**config.mk**
```make
export PLATFORM = sky130hd
export DESIGN_NAME = instr_assembler_flat
export DESIGN_NICKNAME = d
export VERILOG_FILES = /design/src/rtl/instr_assembler_pkg.sv /design/src/rtl/instr_assembler_if.sv /design/src/rtl/instr_assembler_packer.sv /design/src/rtl/instr_assembler.sv /design/src/flat_wrapper.sv
export SDC_FILE = /design/constraint.sdc
export NUM_CORES = 1
export LEC_CHECK = 0
export ABC_AREA = 1
export CORE_ASPECT_RATIO = 0.9
export CORE_MARGIN = 1.5
export CORE_UTILIZATION = 25
export DETAILED_ROUTE_END_ITERATION = 12
export PLACE_DENSITY = 0.5
export SLEW_MARGIN = 10
export SYNTH_ARGS = -nofsm -noshare
export SYNTH_HDL_FRONTEND = slang
export SYNTH_SLANG_ARGS = --single-unit
```
**constraint.sdc**
```tcl
create_clock -name clk -period 2.2 [get_ports clk]
set_input_delay 0.44 -clock clk [delete_from_list [all_inputs] [get_ports clk]]
set_output_delay 0.44 -clock clk [all_outputs]
set_load 0.05 [all_outputs]
```
**src/rtl/instr_assembler_pkg.sv**
```systemverilog
// Shared definitions for the instruction assembler.
//   opcode_e : RV32I major opcodes understood by the packer
//   state_e  : controller states (IDLE / RUN / DRAIN)
package instr_assembler_pkg;

    typedef enum logic [6:0] {
        R_type     = 7'b0110011,
        I_type     = 7'b0010011,
        L_type     = 7'b0000011,
        S_type     = 7'b0100011,
        CB_type    = 7'b1100011,
        LUI_type   = 7'b0110111,
        AUIPC_type = 7'b0010111,
        JAL_type   = 7'b1101111,
        JALR_type  = 7'b1100111
    } opcode_e;

    typedef enum logic [1:0] {
        IDLE,
        RUN,
        DRAIN
    } state_e;

endpackage

```
**src/rtl/instr_assembler_if.sv**
```systemverilog
// Item-in / word-out handshake bundle of the instruction assembler.
//   in_*  : decoded item stream (valid/ready) from the loader
//   out_* : packed instruction + write address (valid/ready) to instruction memory
//   slave  modport : the assembler
//   master modport : the loader / memory side
interface instr_assembler_if #(
    parameter int ADDR_W = 32
) ();
    logic              in_valid;
    logic              in_ready;
    logic [6:0]        in_opcode;
    logic [4:0]        in_rd;
    logic [4:0]        in_rs1;
    logic [4:0]        in_rs2;
    logic [2:0]        in_funct3;
    logic [6:0]        in_funct7;
    logic [31:0]       in_imm;
    logic              out_valid;
    logic              out_ready;
    logic [31:0]       out_instr;
    logic [ADDR_W-1:0] out_addr;

    modport slave (
        input  in_valid, in_opcode, in_rd, in_rs1, in_rs2, in_funct3, in_funct7, in_imm,
        input  out_ready,
        output in_ready, out_valid, out_instr, out_addr
    );

    modport master (
        output in_valid, in_opcode, in_rd, in_rs1, in_rs2, in_funct3, in_funct7, in_imm,
        output out_ready,
        input  in_ready, out_valid, out_instr, out_addr
    );
endinterface

```
**src/rtl/instr_assembler_packer.sv**
```systemverilog
// instr_packer: combinational RV32I encoder.
//   i_opcode/i_rd/i_rs1/i_rs2/i_funct3/i_funct7/i_imm : item fields
//   o_instr : packed instruction word
//   o_legal : opcode known and immediate representable in its format
module instr_packer
    import instr_assembler_pkg::*;
(
    input  logic [6:0]  i_opcode,
    input  logic [4:0]  i_rd,
    input  logic [4:0]  i_rs1,
    input  logic [4:0]  i_rs2,
    input  logic [2:0]  i_funct3,
    input  logic [6:0]  i_funct7,
    input  logic [31:0] i_imm,
    output logic [31:0] o_instr,
    output logic        o_legal
);
    logic w_fits12;
    logic w_fits21;

    // Immediate is a correct sign extension of a 12-bit / 21-bit field.
    assign w_fits12 = (i_imm[31:11] == '0) || (i_imm[31:11] == '1);
    assign w_fits21 = (i_imm[31:20] == '0) || (i_imm[31:20] == '1);

    always_comb begin
        o_instr = '0;
        o_legal = 1'b0;
        case (i_opcode)
            R_type: begin
                o_instr = {i_funct7, i_rs2, i_rs1, i_funct3, i_rd, i_opcode};
                o_legal = 1'b1;
            end
            I_type, L_type, JALR_type: begin
                o_instr = {i_imm[11:0], i_rs1, i_funct3, i_rd, i_opcode};
                o_legal = w_fits12;
            end
            S_type, CB_type: begin
                o_instr = {i_imm[11:5], i_rs2, i_rs1, i_funct3, i_imm[4:0], i_opcode};
                o_legal = w_fits12;
            end
            LUI_type, AUIPC_type: begin
                o_instr = {i_imm[31:12], i_rd, i_opcode};
                o_legal = (i_imm[11:0] == '0);
            end
            JAL_type: begin
                o_instr = {i_imm[20], i_imm[10:1], i_imm[11], i_imm[19:12], i_rd, i_opcode};
                o_legal = !i_imm[0] && w_fits21;
            end
            default: begin
                o_instr = '0;
                o_legal = 1'b0;
            end
        endcase
    end
endmodule

```
**src/rtl/instr_assembler.sv**
```systemverilog
// instr_assembler: packs decoded items into RV32I words and streams them to
// instruction memory at incrementing word addresses; illegal items are dropped
// and counted.
//   clk, reset       : clock, synchronous active-high reset
//   start, stop      : run control pulses; base_addr is loaded on start
//   bus (slave)      : item input handshake and word/address output handshake
//   busy             : controller not IDLE
//   err_sticky       : an item was dropped since start
//   err_count        : dropped items (saturating)
//   emit_count       : accepted legal items (saturating)
module instr_assembler
    import instr_assembler_pkg::*;
#(
    parameter int ADDR_W = 32,
    parameter int CNT_W  = 16
) (
    input  logic               clk,
    input  logic               reset,
    input  logic               start,
    input  logic               stop,
    input  logic [ADDR_W-1:0]  base_addr,
    instr_assembler_if.slave   bus,
    output logic               busy,
    output logic               err_sticky,
    output logic [CNT_W-1:0]   err_count,
    output logic [CNT_W-1:0]   emit_count
);
    state_e              r_state;
    state_e              w_state_next;
    logic                w_in_ready;
    logic                w_accept;
    logic [31:0]         w_instr;
    logic                w_legal;
    logic                r_out_valid;
    logic [31:0]         r_out_instr;
    logic [ADDR_W-1:0]   r_out_addr;
    logic [ADDR_W-1:0]   r_addr_ctr;
    logic                r_err_sticky;
    logic [CNT_W-1:0]    r_err_count;
    logic [CNT_W-1:0]    r_emit_count;

    instr_packer u_packer (
        .i_opcode (bus.in_opcode),
        .i_rd     (bus.in_rd),
        .i_rs1    (bus.in_rs1),
        .i_rs2    (bus.in_rs2),
        .i_funct3 (bus.in_funct3),
        .i_funct7 (bus.in_funct7),
        .i_imm    (bus.in_imm),
        .o_instr  (w_instr),
        .o_legal  (w_legal)
    );

    always_ff @(posedge clk) begin
        if (reset) r_state <= IDLE;
        else       r_state <= w_state_next;
    end

    always_comb begin
        w_state_next = r_state;
        w_in_ready   = 1'b0;
        case (r_state)
            IDLE: begin
                if (start) w_state_next = RUN;
            end
            RUN: begin
                w_in_ready = !r_out_valid || bus.out_ready;
                if (stop) w_state_next = DRAIN;
            end
            DRAIN: begin
                // Nothing new is accepted here, so an empty register or a
                // handshake this cycle means the last word has left.
                if (!r_out_valid || bus.out_ready) w_state_next = IDLE;
            end
            default: w_state_next = IDLE;
        endcase
    end

    assign w_accept = bus.in_valid && w_in_ready;

    always_ff @(posedge clk) begin
        if (reset) begin
            r_out_valid  <= 1'b0;
            r_out_instr  <= '0;
            r_out_addr   <= '0;
            r_addr_ctr   <= '0;
            r_err_sticky <= 1'b0;
            r_err_count  <= '0;
            r_emit_count <= '0;
        end else begin
            if (r_state == IDLE && start) begin
                r_addr_ctr   <= base_addr;
                r_err_sticky <= 1'b0;
                r_err_count  <= '0;
                r_emit_count <= '0;
            end
            if (r_out_valid && bus.out_ready) r_out_valid <= 1'b0;
            if (w_accept) begin
                if (w_legal) begin
                    r_out_valid <= 1'b1;
                    r_out_instr <= w_instr;
                    r_out_addr  <= r_addr_ctr;
                    r_addr_ctr  <= r_addr_ctr + ADDR_W'(4);
                    if (r_emit_count != '1) r_emit_count <= r_emit_count + 1'b1;
                end else begin
                    r_err_sticky <= 1'b1;
                    if (r_err_count != '1) r_err_count <= r_err_count + 1'b1;
                end
            end
        end
    end

    assign bus.in_ready  = w_in_ready;
    assign bus.out_valid = r_out_valid;
    assign bus.out_instr = r_out_instr;
    assign bus.out_addr  = r_out_addr;
    assign busy          = (r_state != IDLE);
    assign err_sticky    = r_err_sticky;
    assign err_count     = r_err_count;
    assign emit_count    = r_emit_count;
endmodule

```
**src/flat_wrapper.sv**
```systemverilog
// flat-port wrapper written by rule: the top's interface ports become plain ports
module instr_assembler_flat import instr_assembler_pkg::*;
#(
    parameter int ADDR_W = 32,
    parameter int CNT_W  = 16
)
  (clk, reset, start, stop, base_addr, busy, err_sticky, err_count, emit_count, bus_in_valid, bus_in_opcode, bus_in_rd, bus_in_rs1, bus_in_rs2, bus_in_funct3, bus_in_funct7, bus_in_imm, bus_out_ready, bus_in_ready, bus_out_valid, bus_out_instr, bus_out_addr);
  instr_assembler_if #(.ADDR_W(ADDR_W)) bus_i ();
  input  logic clk;
  input  logic reset;
  input  logic start;
  input  logic stop;
  input  logic [ADDR_W-1:0] base_addr;
  output logic busy;
  output logic err_sticky;
  output logic [CNT_W-1:0] err_count;
  output logic [CNT_W-1:0] emit_count;
  input wire logic [$bits(bus_i.in_valid)-1:0] bus_in_valid;
  input wire logic [$bits(bus_i.in_opcode)-1:0] bus_in_opcode;
  input wire logic [$bits(bus_i.in_rd)-1:0] bus_in_rd;
  input wire logic [$bits(bus_i.in_rs1)-1:0] bus_in_rs1;
  input wire logic [$bits(bus_i.in_rs2)-1:0] bus_in_rs2;
  input wire logic [$bits(bus_i.in_funct3)-1:0] bus_in_funct3;
  input wire logic [$bits(bus_i.in_funct7)-1:0] bus_in_funct7;
  input wire logic [$bits(bus_i.in_imm)-1:0] bus_in_imm;
  input wire logic [$bits(bus_i.out_ready)-1:0] bus_out_ready;
  output wire logic [$bits(bus_i.in_ready)-1:0] bus_in_ready;
  output wire logic [$bits(bus_i.out_valid)-1:0] bus_out_valid;
  output wire logic [$bits(bus_i.out_instr)-1:0] bus_out_instr;
  output wire logic [$bits(bus_i.out_addr)-1:0] bus_out_addr;
  assign bus_i.in_valid = bus_in_valid;
  assign bus_i.in_opcode = bus_in_opcode;
  assign bus_i.in_rd = bus_in_rd;
  assign bus_i.in_rs1 = bus_in_rs1;
  assign bus_i.in_rs2 = bus_in_rs2;
  assign bus_i.in_funct3 = bus_in_funct3;
  assign bus_i.in_funct7 = bus_in_funct7;
  assign bus_i.in_imm = bus_in_imm;
  assign bus_i.out_ready = bus_out_ready;
  assign bus_in_ready = bus_i.in_ready;
  assign bus_out_valid = bus_i.out_valid;
  assign bus_out_instr = bus_i.out_instr;
  assign bus_out_addr = bus_i.out_addr;
  instr_assembler #(.ADDR_W(ADDR_W), .CNT_W(CNT_W)) u_core (.clk(clk), .reset(reset), .start(start), .stop(stop), .base_addr(base_addr), .bus(bus_i), .busy(busy), .err_sticky(err_sticky), .err_count(err_count), .emit_count(emit_count));
endmodule
```
==> results.json <==
{
  "status": "completed",
  "wl_mm": 28.0,
  "critPathBufInv": 1,
  "firstDrtPassIters": 4,
  "synth_cell_type_count": 41,
  "crit_path_max_fanout": 5,
  "io_pins": 202,
  "initial_core_util": 0.256,
  "cts_tree": "built",
  "synth_fp_nets": 1314,
  "antenna_found_initial": 1,
  "nets": 1593,
  "ys_seq_area_frac": 0.356,
  "slowest_delay_ns": 0.84,
  "ctsHtreeMaxLevel": 4,
  "clock_latency_ns": 0.42,
  "drive_gt1_frac": 0.122,
  "vias": 8444,
  "power_mw": 6.27,
  "gp_congestion": 0.892,
  "post-dp-hpwl_mm": 20.6,
  "p_leak_nw": 4.95,
  "root_buffer": "clkbuf_16",
  "grt_pass1_wl_mm": 43.9,
  "placedCellCount": 1853,
  "std_cell_rows": 59,
  "final_common_cell": "nand2_1",
  "final_core_util": 0.398,
  "layout_worst_path_cycle_share": 0.965,
  "viasPerCell": 4.45,
  "fmax_ghz": 0.471,
  "ys_seq_elements": 132,
  "clk_path_buf_depth": 2,
  "final_cell_mix": "nand2_1, nor2_1, clkdlybuf4s50_1",
  "synth_warnings": 0,
  "reg2reg_depth": 12,
  "syn-cell-area_sq_um": 7420,
  "hp-class": "flip-flop to flip-flop",
  "crit_arrival_ns": 1.68,
  "drv_cap": 0,
  "drc_errors": 0,
  "placed_area_sq_um": 10700,
  "hold_buffers": 0,
  "routedWlPerCell_um": 14.8,
  "slew_viol_final": 0,
  "clk_pin_slew_ns": 0.06,
  "grt_usage": 0.182,
  "fillCellCount": 3099,
  "syn2layout_area_growth_pct": 55.6,
  "instances_no_fill": 1897,
  "cp.depth": 1,
  "min_period_ns": 2.12,
  "initialDrtViolationCount": 416,
  "whs_path_depth": 2,
  "post-route-cell-area_sq_um": 11500,
  "synth_edf_count": 0,
  "cp-start-kind": "flip-flop",
  "cts_sinks": 132,
  "finalSetupTns_ns": 0,
  "endpoint_kind": "output pin",
  "worst_slew_pin_slew_ns": 0.632,
  "avgSynthCellArea_sq_um": 6.13,
  "worstPathCellList": "clkdlybuf4s50_1",
  "die_w_um": 185,
  "ant_nets": 0,
  "grt_max_degree": 61,
  "finalClockSkew_ns": 0.0132,
  "setup_viol": 0,
  "path_delay_family": "buffers and inverters",
  "hold_viol": 0,
  "slew_headroom": 0.577,
  "globalRouteOverflowTotal": 0,
  "required_ns": 1.76,
  "port_buffers": 201,
  "cts_buffers": 17,
  "fp.dieH_um": 166,
  "path_class": "flip-flop to output pin",
  "core_sq_um": 29000,
  "post_synth_inst_count": 1209,
  "synthFlopType": "dfxtp_1",
  "crit_slowest_cell": "clkdlybuf4s50_1",
  "die-area_sq_um": 30700,
  "synthArstFlopShare": 0,
  "grt_pass1_vias": 8115,
  "max-vdd-ir-drop_v": 0.000461,
  "powerDensity_nw_per_um2": 543
}
where the power goes:
part / switching, mW / internal (mW)
sequential: 0.0631 / 2.44
combinational: 0.385 / 0.358
clock: 1.20 / 1.83
total: 1.64 / 4.63
what timing repair did:
item	in CTS	in global routing
buffers inserted	0	10
cloned	0	2
pin swaps	0	11
endpoints found under the setup margin	1	84
resized for setup	1	51
cells in the mapped netlist (2+ instances only):
cell	instances	share of area
dfxtp_1	132	0.36
a21boi_0	2	0.0020
nand2_2	3	0.0025
nor2_4	3	0.0046
ha_1	3	0.0051
nor2_2	2	0.0017
clkbuf_1	30	0.015
nor2_1	247	0.13
a21oi_1	67	0.045
inv_1	100	0.051
nor3_1	29	0.020
xnor2_1	6	0.0071
nand2_1	339	0.17
o21ai_0	111	0.075
inv_2	5	0.0025
buf_2	10	0.0067
nand3_1	50	0.034
xor2_1	21	0.025
nand4_1	21	0.018
buf_4	5	0.0051
buf_6	2	0.0030
nor4_1	2	0.0017
per-layer routing:
metal | vias to the layer above | track usage | part of all wire | wire [um]
li1 | 4407 | - | - | -
met2 | 212 | 0.284 | 0.44 | 12500
met1 | 3811 | 0.258 | 0.50 | 13900
met3 | 14 | 0.0377 | 0.051 | 1440
met5 | - | 0 | 0 | 0
met4 | 0 | 0.0360 | 0.0072 | 201
cells by family (layout without fill, tap and decap cells):
logic type / Yosys count / count (layout) / synth area share
buffers and inverters: 155 / 446 / 0.0849
adder cells (fa/ha/maj): 3 / 3 / 0.00506
flip-flops: 132 / 132 / 0.356
AND/OR/NAND/NOR: 706 / 706 / 0.392
AO/OA/AOI/OAI: 185 / 185 / 0.128
XOR/XNOR: 27 / 27 / 0.0319
multiplexers: 1 / 1 / 0.00135
other: 0 / 1 / 0
state kept, by name (all words and copies together) (netlist names):
register and cells:
u_core.bus.out_addr 32, u_core.bus.out_instr 32, u_core.r_addr_ctr 32, u_core.emit_count 16, u_core.err_count 16, u_core.r_state 2, u_core.bus.out_valid 1, u_core.err_sticky 1
metrics by stage:
stage	hold slack [ns]	setup slack [ns]
2_1_floorplan	0.450	0.00703
3_3_place_gp	0.452	-0.390
3_5_place_dp	0.462	-0.396
4_1_cts	0.470	0.00375
5_1_grt	0.488	-0.0237
6_report	0.464	0.0774
layout make-up:
class                           instances  area [sq um]  area share
Sequential cell                       132          2640       0.229
Inverter                              106           398      0.0345
Tap cell                              396           495      0.0429
Antenna cell                            1          2.50    0.000217
Clock buffer                           18           439      0.0381
Timing Repair Buffer                  309          3170       0.275
Clock inverter                         13           173      0.0150
Multi-Input combinational cell        922          4220       0.366
worst paths after layout:
check / from / endpoint / slack (ns)
setup / recovery: u_core.err_count[6]$_SDFF_PP0_ / err_count[6] / 0.08
hold / removal: u_core.bus.out_instr[11]$_SDFFE_PP0P_ / u_core.bus.out_instr[11]$_SDFFE_PP0P_ / 0.46
setup reg to reg: u_core.emit_count[1]$_SDFF_PP0_ / u_core.emit_count[7]$_SDFF_PP0_ / 0.24
hold reg to reg: u_core.bus.out_instr[11]$_SDFFE_PP0P_ / u_core.bus.out_instr[11]$_SDFFE_PP0P_ / 0.46
No activity file was read; power rests on OpenSTA's default activity.
==> RTL edit 1: new RTL, config.mk and constraints unchanged <==
`ADDR_W` is set to 32 in 3 places; all go to 40.
--- a/src/rtl/instr_assembler_if.sv
+++ b/src/rtl/instr_assembler_if.sv
@@ -6,3 +6,3 @@
 interface instr_assembler_if #(
-    parameter int ADDR_W = 32
+    parameter int ADDR_W = 40
 ) ();
--- a/src/rtl/instr_assembler.sv
+++ b/src/rtl/instr_assembler.sv
@@ -13,3 +13,3 @@
 #(
-    parameter int ADDR_W = 32,
+    parameter int ADDR_W = 40,
     parameter int CNT_W  = 16
--- a/src/flat_wrapper.sv
+++ b/src/flat_wrapper.sv
@@ -3,3 +3,3 @@
 #(
-    parameter int ADDR_W = 32,
+    parameter int ADDR_W = 40,
     parameter int CNT_W  = 16
Interface: changed (resized base_addr and bus_out_addr); port bits go from 202 to 218. The function was not compared with the original's and may differ.
==> RTL edit 1 against the unedited design <==
Worst setup slack lost 0.028 ns. Non-clock buffer count decreased by 6. Routed wire length is 9.2% higher. Final cell count up 8.4%. First-iteration DRC count up 2.2%. Critical path type unchanged. Highest routed layer unchanged. Power increased by 4.7%. Sequential cell count grew 16. Critical path depth unchanged. Largest cell class unchanged. Design area rose by 5.9%. Area after synthesis increased by 13%.
==> RTL edit 1: results (changes against the unedited design) <==
Logic synthesis
  • Synth unique cells: 39 (-4.9%)
  • Post-synthesis sequential area ratio: 0.353 (-0.00326)
  • Post-synth top cells: 405 x nand2_1, 295 x nor2_1, 148 x dfxtp_1, 97 x inv_1, 96 x o21ai_0

Placed design
  • RD Place Congestion: 0.890 (-0.20%)
  • DP Wirelength: 23,200 um (+12%)
  • Placement Setup Slack: -0.499 ns (-0.103 ns)

Worst hold path
  • Hold path start: u_core.bus.out_instr[0]
  • WHS Endpoint: u_core.bus.out_instr[0]

Detailed routing
  • Met3 WL post-DR: 1360 um (-5.1%)
  • First-pass iteration count of the detailed router: 5 (+1)
  • WL final: 30,600 um (+9.2%)
  • Initial DRC count: 425 (+2.2%)
  • DRT met1 WL: 15,000 um (+7.7%)

GRT
  • Vias in the first global route: 8,931 (+10%)
  • Global Route Usage Sum: 0.180 (-0.00216)
  • Largest net degree at the start of global routing: 46 (-25%)

Layout
  • Seq_cells: 148 (+12%)
  • Clock buffers and inverters, area share: 0.0471 (-0.00593)
  • Multi-input gate share of total cell area: 0.387 (+0.0216)
  • Plain + repair buffers: 303 (-1.9%)
  • Layout cell share with drive strength beyond 1: 0.103 (-0.0186)
  • #MultiIn Comb: 1,047 (+14%)
  • Non-clock buffer share: 0.248 (-0.0268)
  • Fill cell count: 3,571 (+15%)
  • Antenna Cells: 0 (-1)
  • Clock buf count: 19 (+1)

Timing
  • Worst-Margin Slew: 0.619 ns (-0.0126 ns)
  • Max Freq: 465 MHz (-1.3%)
  • Clock skew: 0.0138 ns (+0.000675 ns)

Worst setup path
  • R2R setup slack: 0.29 ns (+0.05 ns)
  • Worst Reg-to-Reg Cells: 11 (-1)

Run status
  • Outcome: finished, final reports clean

Power
  • Clock power share: 0.445 (-0.037)
  • Peak VDD IR: 0.564 mV (+22%)
[RTL edit 1: changes by cell type in the layout (fill, tap and decap cells not counted), sizes merged, moves of 12 or more]
cell	unedited run	this run
nand2	343	411
nor2	252	307
clkdlybuf4s50	175	199
buf	108	91
dfxtp	132	148
o21ai	112	98
a21oi	69	57
dlymetal6s2s	23	11
[RTL edit 1: metrics by stage]
| stage | std cells | area [um2] | hold slack [ns] |
|---|---|---|---|
| after global routing | 2057 | 12200 | 0.490 |
| after CTS | 2055 | 12200 | 0.461 |
| after detailed placement | 2023 | 11600 | 0.454 |
| after floorplan | 1359 | 8400 | 0.450 |
| final | 2057 | 12200 | 0.466 |
| after global placement | 2023 | 11600 | 0.448 |
[RTL edit 1: cell families after synthesis]
logic type,Yosys count,share of synthesized area
simple gates,839,0.410
compound gates,171,0.111
buf+inv,164,0.0854
flops,148,0.353
xor+xnor,31,0.0324
mux,3,0.00358
fa+ha+maj,3,0.00447
==> RTL edit 2: new RTL, same settings <==
Without the edit above. Make the reset (`reset`) asynchronous in 2 clocked blocks. Comments in the files are not updated.
--- a/src/rtl/instr_assembler.sv
+++ b/src/rtl/instr_assembler.sv
@@ -53,3 +53,3 @@
 
-    always_ff @(posedge clk) begin
+    always_ff @(posedge clk or posedge reset) begin
         if (reset) r_state <= IDLE;
@@ -80,3 +80,3 @@
 
-    always_ff @(posedge clk) begin
+    always_ff @(posedge clk or posedge reset) begin
         if (reset) begin
Formal check against the unedited RTL: differs if reset is asserted again (counterexample within 4 cycles, from zero or initial values and one cycle with reset high); with reset held inactive, the same outputs for 4 cycles.
==> RTL edit 2 against the unedited design <==
Area after synthesis increased by 9.6%. Sequential cell count stayed put. Design area rose by 2.8%. Non-clock buffer count decreased by 24. Routed wire length is 1.2% higher. Utilization shrank 2.7 points. Worst setup slack got worse by 0.029 ns. Largest cell class unchanged.
Power is not compared: it rests on default switching activity, and its combinational part moved more than twofold at a synthesized area within 25%.
==> RTL edit 2: results (changes against the unedited design) <==
Placed design
  • Port Buffer Count: 201 (unchanged)
  • DP Wirelength: 21,300 um (+3.2%)
  • Placement Setup Slack: -0.275 ns (+0.121 ns)
  • RD Place Congestion: 0.867 (-2.7%)

Timing
  • Clock skew: 0.0149 ns (+0.00178 ns)
  • WHS: 0.280 ns (-0.183 ns)
  • Final period utilization: 0.978 (+0.0130)
  • Slew margin rel.: 0.623 (+0.0454)

Worst setup path
  • Worst Reg-to-Reg Cells: 8 (-4)
  • R2R setup slack: 0.32 ns (+0.08 ns)
  • Worst R2R End: u_core.r_addr_ctr[26]
  • Max stage delay on crit path: 0.84 ns (about the same)
  • RR Startpoint: u_core.r_addr_ctr[7]
  • Cell class contributing the biggest share of worst-path delay: buffers and inverters
  • CP arrival: 1.71 ns (+0.03 ns)
  • Maximum fanout along the worst path: 6 (+1)
  • WP buf/inv: 1 (unchanged)
  • Crit path max-delay cell type: clkdlybuf4s50_1

Clock tree
  • CTS root buf: clkbuf_16
  • CTS Buffer Depth: 2 (unchanged)
  • CTS clk-pin slew, worst paths: 0.07 ns
  • Worst-skew pair later-pin latency: 0.42 ns (about the same)
  • Total CTS buffers: 17 (unchanged)

GRT
  • Largest net degree at the start of global routing: 68 (+11%)
  • Vias in the first global route: 8,477 (+4.5%)
  • First-pass GRT wire length: 45,500 um (+3.5%)
  • Antenna violations before repair: 0 (-1)
  • Global Route Usage Sum: 0.172 (-0.0101)

Logic synthesis
  • Compound-Gate Fraction of Synth Area: 0.0700 (-0.0583)
  • Synth Area in XOR/XNOR: 0.0409 (+0.00906)
  • Post-synth top cells: 509 x nand2_1, 132 x dfrtp_1, 109 x inv_1, 102 x nor2_1, 94 x nand3_1
  • Synthesis Warnings: 0 (unchanged)
  • Area contributors post-synth: dfrtp_1 41%, nand2_1 24%, nand3_1 5.8%, inv_1 5.0%, nor2_1 4.7%
  • Post-synthesis sequential area ratio: 0.406 (+0.0501)
  • Post-synth top flop: dfrtp_1
  • Synth unique cells: 32 (-22%)
  • Async SR Flop Fraction: 1.00 (+1.00)
  • Synth Net Count: 1,324 (+0.76%)
  • Adder-cell share of the synthesized area: 0.00462 (-0.000443)
  • Post-synthesis mux area share: 0.00123 (-0.000118)
  • Largest family of logic cells by synthesized area: simple AND/OR/NAND/NOR gates

Detailed routing
  • Vias: 8,453 (+0.11%)
  • WL final: 28,300 um (+1.2%)
  • Final ANT Viol Nets: 0 (unchanged)
  • First-pass iteration count of the detailed router: 7 (+3)
  • Initial DRC count: 470 (+13%)

Layout
  • Antenna Cells: 0 (-1)
  • Layout cell share with drive strength beyond 1: 0.0991 (-0.0229)
  • Nets: 1,586 (-0.44%)
  • Fill cell count: 3,386 (+9.3%)

Worst hold path
  • HP Class: in -> async

Power
  • Leak pwr: 5.83 nW
  • Peak VDD IR: 0.538 mV

Run status
  • Outcome: finished, final reports clean
-- RTL edit 2: cell count changes after synthesis, sizes merged, moves of 43 or more --
cell,delta
nand2,+170
nor2,-143
dfrtp,+132
dfxtp,-132
a21oi,-67
nand3,+43
-- RTL edit 2: what timing repair did --
item | in CTS | in global routing
endpoints found under the hold margin | 0 | 0
setup buffers | 0 | 0
endpoints found under the setup margin | 3 | 9
gates resized for setup | 3 | 9
hold buffers | 0 | 0
-- RTL edit 2: power by group --
group          internal (W)  switching (W)
clock               0.00163        0.00121
sequential          0.00275       0.000300
combinational      0.000875        0.00147
total               0.00526        0.00298
-- RTL edit 2: per-layer routing --
| metal | up-vias | wire length (um) | track usage |
|---|---|---|---|
| met3 | 21 | 1420 | 0.0408 |
| met4 | 0 | 440 | 0.0420 |
| met1 | 3904 | 13500 | 0.232 |
| met2 | 166 | 13000 | 0.276 |
| met5 | - | 0 | 0 |
| li1 | 4362 | - | - |
-- RTL edit 2: logic make-up after synthesis --
kind of cell	count (synthesis)
simple gates	778
buf+inv	159
flops	132
compound gates	108
xor+xnor	38
fa+ha+maj	3
mux	1
-- RTL edit 2: cell type report --
| cell class | instances | area [um2] | share of cell area |
|---|---|---|---|
| well taps | 416 | 520 | 0.0439 |
| inverters | 117 | 443 | 0.0374 |
| multi-input cells | 928 | 4180 | 0.352 |
| repair buffers | 285 | 2840 | 0.239 |
| clock buffers | 19 | 453 | 0.0382 |
| clock inverters | 13 | 123 | 0.0103 |
| flip-flops and latches | 132 | 3300 | 0.279 |
-- RTL edit 2: how the worst max path moves through the flow --
stage	start	end	cells after the start
finish	u_core.emit_count[2]	emit_count[2]	1
global route	u_core.err_count[12]	err_count[12]	1
CTS	u_core.emit_count[8]	emit_count[8]	1
detailed placement	bus_in_imm[11]	u_core.bus.out_instr[1]	11
global placement	bus_in_imm[11]	u_core.bus.out_instr[1]	11
floorplan	u_core.bus.out_valid	u_core.bus.out_addr[5]	10
-- RTL edit 2: through the flow --
stage | std cells | instance area (um2) | util | setup TNS (ns)
finish | 1910 | 11900 | 0.371 | 0
global placement | 1878 | 11300 | 0.352 | -15.19
CTS | 1910 | 11800 | 0.370 | 0
global route | 1910 | 11900 | 0.371 | 0
floorplan | 1219 | 8140 | - | 0
detailed placement | 1878 | 11300 | 0.352 | -16.61
